[config.mk]
export PLATFORM = sky130hd
export DESIGN_NAME = bt6_elevator_ctrl
export DESIGN_NICKNAME = d
export VERILOG_FILES = /design/src/rtl/bt6_elevator_ctrl_pkg.sv /design/src/rtl/bt6_elevator_ctrl.sv
export SDC_FILE = /design/constraint.sdc
export NUM_CORES = 1
export LEC_CHECK = 0
export ABC_AREA = 1
export ABC_CLOCK_PERIOD_IN_PS = 3600
export CORE_AREA = 8 8 45 47
export CTS_BUF_LIST = sky130_fd_sc_hd__clkbuf_2 sky130_fd_sc_hd__clkbuf_4 sky130_fd_sc_hd__clkbuf_8
export DETAILED_ROUTE_END_ITERATION = 6
export DIE_AREA = 0 0 53 55
export PLACE_DENSITY_LB_ADDON = 0.08
export SLEW_MARGIN = 20
export SYNTH_ARGS = -nofsm -noshare
export SYNTH_HDL_FRONTEND = slang
export SYNTH_SLANG_ARGS = --single-unit
[constraint.sdc]
create_clock -name clk -period 3.6 [get_ports clk]
set_clock_uncertainty 0.05 [all_clocks]
set_input_delay 0.72 -clock clk [delete_from_list [all_inputs] [get_ports clk]]
set_output_delay 0.72 -clock clk [all_outputs]
set_load 0.02 [all_outputs]
[src/rtl/bt6_elevator_ctrl_pkg.sv]
// Shared floor encodings, motion codes and the one-step move rule for the elevator controller.
// Pure definitions; no state, no flow control.
package bt6_elevator_ctrl_pkg;

  typedef enum logic [1:0] {
    FLOOR_G = 2'b00,
    FLOOR_1 = 2'b01,
    FLOOR_2 = 2'b10,
    FLOOR_3 = 2'b11
  } floor_e;

  localparam logic [2:0] Y_UP   = 3'b100;
  localparam logic [2:0] Y_DOWN = 3'b010;
  localparam logic [2:0] Y_STOP = 3'b001;

  // One floor toward the request; saturates naturally because a request
  // beyond the end floors cannot be encoded in 2 bits.
  function automatic floor_e next_floor(input floor_e cur, input logic [1:0] req);
    floor_e nxt;
    nxt = cur;
    if (req > cur) begin
      nxt = floor_e'(cur + 2'd1);
    end else if (req < cur) begin
      nxt = floor_e'(cur - 2'd1);
    end
    return nxt;
  endfunction

  function automatic logic [2:0] motion_code(input floor_e cur, input logic [1:0] req);
    logic [2:0] code;
    code = Y_STOP;
    if (req > cur) begin
      code = Y_UP;
    end else if (req < cur) begin
      code = Y_DOWN;
    end
    return code;
  endfunction

endpackage

[src/rtl/bt6_elevator_ctrl.sv]
// Four-floor elevator FSM: moves one floor per edge toward R and reports the move one-hot on Y.
// Latency 1 edge from R to State/Y, both registered; no handshake, R is sampled every edge.
module bt6_elevator_ctrl
  import bt6_elevator_ctrl_pkg::*;
(
  input  logic       clk,
  input  logic       rst_n,
  input  logic [1:0] R,
  output logic [2:0] Y
);

  floor_e     State;
  floor_e     state_nxt;
  logic [2:0] y_nxt;

  always_comb begin
    state_nxt = State;
    y_nxt     = Y_STOP;
    state_nxt = next_floor(State, R);
    y_nxt     = motion_code(State, R);
  end

  // Reset jumps straight to G rather than descending floor by floor.
  always_ff @(posedge clk) begin
    if (!rst_n) begin
      State <= FLOOR_G;
      Y     <= Y_STOP;
    end else begin
      State <= state_nxt;
      Y     <= y_nxt;
    end
  end

endmodule

; ---- After elaboration in Yosys (flattened, before gate mapping)
; Cells that the tools add are included.
[totals]
register_bits = 5
wordCells = 14
input_bits = 4
out_inout_bits = 3
[op_classes]
mux = 4
n_lt_le_gt_ge = 2
n_addsub = 2
n_reduce_logical = 2
bitwise_logic = 1
[ops]
columns = operator, n
row1 = $mux W2, 3
row2 = $mux W3, 1
row3 = $add A2 B1 Y2 const B, 1
row4 = $gt A2 B2 Y1, 1
row5 = $lt A2 B2 Y1, 1
row6 = $reduce_bool A2 Y1, 1
row7 = $reduce_or A2 Y1, 1
row8 = $sub A2 B1 Y2 const B, 1
row9 = $not A1 Y1, 1

; ---- Logic depth before layout (Yosys ltp)
[logic_depth]
word_depth = 3
ltp_mapped = 9
depth_no_buf = 9

; ---- Worst setup path before layout
; No wires, ideal clock.
[synth_path]
path_type = input to register
start = input port R[1]
end = register State[1]
setup_ps = 115
required_ps = 3435
path_slack_ps = 2030
path_buffers = 0
path_stages = 6
t_arrival_ps = 1405
path_cell_list = ha_1 > nand2_2 > nand2_2 > nand3_1 > a21oi_1 > nor2_1
[synth_between]
elab_chain_len = 2
word_cells_on_any_way = 4
cone_classes = 2 x order compare / 1 x mux / 1 x reduce/logical
[synth_rtl]
columns = item, line
row1 = from (decl), bt6_elevator_ctrl.sv:8  ; input logic [1:0] R,
row2 = $gt A2 B2 Y1 or $lt A2 B2 Y1 (tied branches), "bt6_elevator_ctrl_pkg.sv:21, bt6_elevator_ctrl_pkg.sv:23"
row3 = $mux W2 or $reduce_bool A2 Y1 (tied branches), -
row4 = to (signal assigned), bt6_elevator_ctrl.sv:29  ; State <= state_nxt;
row5 = to (decl), bt6_elevator_ctrl.sv:12  ; floor_e State;
; Several ways; a longest one is shown, not always the timed one.
; A chain may end at the register's enable or synchronous reset.

; ---- Worst setup path in the final report
[layout_path]
start = register Y[1]
end = output port Y[1]
[layout_lines]
columns = item, line
row1 = from (decl), bt6_elevator_ctrl.sv:9  ; output logic [2:0] Y
row2 = from (signal assigned), bt6_elevator_ctrl.sv:30  ; Y <= y_nxt;
; No word-level cell between the ends.

==> results.json <==
{
  "status": "completed",
  "p_sw_share_pct": 35.6,
  "critPathBufInv": 1,
  "syn-cell-area_sq_um": 226,
  "ys_warn_count": 0,
  "setup_violations": 0,
  "crit_required_ns": 2.83,
  "synthCells": 31,
  "rows": 14,
  "timing.critical_path.cells": "clkdlybuf4s50_1",
  "hold_slack_ns": 0.496,
  "grt_pass1_vias": 206,
  "crit_type": "flop to output pin",
  "grt_util_all_layers_pct": 4.16,
  "cts_setup_buffers": 0,
  "hold_viol": 0,
  "overflow": 0,
  "portBuffers": 6,
  "internal-power_uw": 174,
  "clock_latency_ns": 0.23,
  "die-area_sq_um": 2920,
  "combPwrFrac_pct": 42.8,
  "ant_nets": 0,
  "nets": 48,
  "slowest_delay_ns": 0.60,
  "switchingPower_uw": 96.3,
  "layout_min_cycle_time_ns": 1.90,
  "htreeDepth": 1,
  "start_util_pct": 16.4,
  "multi_input_area_sq_um": 104,
  "end_kind": "output pin",
  "clock_sinks": 5,
  "vias": 209,
  "clock_power_share_pct": 25.9,
  "min_path_type": "flop to flop",
  "slew_viol_final": 0,
  "hpwl_microns": 387,
  "arrival_ns": 1.13,
  "rsz0062_at_grt": "false",
  "die_w_microns": 53,
  "ff2ff_setup_slack_ns": 2.30,
  "drt_iter0_markers": 7,
  "routed_wl_microns": 439,
  "synthesis.nets": 37,
  "max_freq_mhz": 526,
  "slew_headroom_pct": 85.5,
  "crit_family": "buffers and inverters",
  "crit_fanout": 1,
  "insertedDiodeCount": 0,
  "place.gp.congestion": 0.769,
  "ys_seq_elements": 5,
  "clkTransAtPathRegs_ns": 0.04,
  "firstDrtPassIters": 2,
  "max_cap_viol_count": 0,
  "die_height_microns": 55,
  "cts_tree": "yes",
  "p_per_area_nw_per_um2": 803,
  "startpoint_type": "flop",
  "clk_path_buf_depth": 2,
  "drive_above_1_share_pct": 14.6,
  "min_period_over_period_pct": 52.8,
  "cts.hold.buffers_added": 0,
  "ios": 7,
  "synth_cell_types": 8,
  "yosysSeqAreaShare_pct": 44.2,
  "cts_root_buf": "clkbuf_4",
  "leakagePower_nw": 0.167,
  "grt_max_degree": 6,
  "core_area_sq_um": 1380,
  "ctsResizeCount": 0,
  "power_frac_seq_pct": 31.3,
  "numCtsBuffers": 3,
  "crit_slowest_cell": "clkdlybuf4s50_1",
  "routedWlPerCell_microns": 7.70,
  "antenna_found_initial": 0,
  "fillerInstances": 160,
  "drc": 0,
  "syn2layout_area_growth_pct": 48.6,
  "avgSynthCellArea_sq_um": 7.31,
  "setup_tns_ns": 0,
  "max-vdd-ir-drop_uv": 169,
  "tightest_slew_ns": 0.217,
  "register_area_sq_um": 100,
  "grt_pass1_wl_microns": 779,
  "routed_via_density": 3.67
}
[cells in the final DEF (no fill, tap or decap)]
cell type,synthesis,final
nand2_2,2,2
nor2_1,5,5
inv_1,6,6
ha_1,2,2
nand2_1,6,6
dfxtp_1,5,5
nand3_1,4,4
clkbuf_4,0,4
clkdlybuf4s50_1,0,6
a21oi_1,1,1
[per-layer routing]
| metal | GRT usage, % | wire length, microns | up-vias |
|---|---|---|---|
| li1 | - | - | 114 |
| met1 | 3.65 | 184 | 91 |
| met2 | 5.47 | 224 | 4 |
| met3 | 1.60 | 29 | 0 |
| met4 | 7.76 | 0 | 0 |
| met5 | 0 | 0 | - |
[final cells by class]
| type | count | area share (%) |
|---|---|---|
| Inverter | 6 | 6.69 |
| Tap cell | 16 | 5.95 |
| Clock buffer | 4 | 8.92 |
| Multi-Input combinational cell | 20 | 30.9 |
| Sequential cell | 5 | 29.7 |
| Timing Repair Buffer | 6 | 17.8 |
[synth_stat cells]
| cell type | count | area [sq um] |
|---|---|---|
| a21oi_1 | 1 | 5.00 |
| dfxtp_1 | 5 | 100 |
| ha_1 | 2 | 25.0 |
| inv_1 | 6 | 22.5 |
| nand2_1 | 6 | 22.5 |
| nand2_2 | 2 | 12.5 |
| nand3_1 | 4 | 20.0 |
| nor2_1 | 5 | 18.8 |
[cells by family after synthesis]
family,share of synthesized area (%)
DFF,44.2
and+or+nand+nor,32.6
adders and majority gates,11.0
buffers and inverters,9.94
AOI/OAI and AO/OA,2.21
[per-stage QoR]
stage	cell area (sq um)	utilization (%)	power [mW]	cells	worst slack, ns
3_3_place_gp	307	22.2	0.202	53	1.56
6_report	337	24.3	0.270	57	1.70
4_1_cts	337	24.3	0.277	57	1.68
2_1_floorplan	226	-	0.166	31	2.03
3_5_place_dp	307	22.2	0.204	53	1.52
5_1_grt	337	24.3	0.299	57	1.66
[worst paths after layout]
check | startpoint | to | cells past startpoint
max reg2reg | State[1]$_SDFFE_PN0N_ | State[1]$_SDFFE_PN0N_ | 7
min | State[0]$_SDFFE_PN0N_ | State[0]$_SDFFE_PN0N_ | 2
max | Y[1]$_SDFF_PP0_ | Y[1] | 1
min reg2reg | State[0]$_SDFFE_PN0N_ | State[0]$_SDFFE_PN0N_ | 2
[power groups by stage]
stage,clock [mW],sequential (mW),combinational (mW)
floorplan,0,0.0968,0.0688
global placement,0,0.0852,0.117
detailed placement,0,0.0857,0.118
CTS,0.0736,0.0851,0.118
global route,0.0753,0.0868,0.136
finish,0.0700,0.0846,0.116
[sequential cells by signal, summed over array words and instances (netlist names)]
register / flops
Y: 3
State: 2
No activity file was read; power rests on OpenSTA's default activity.
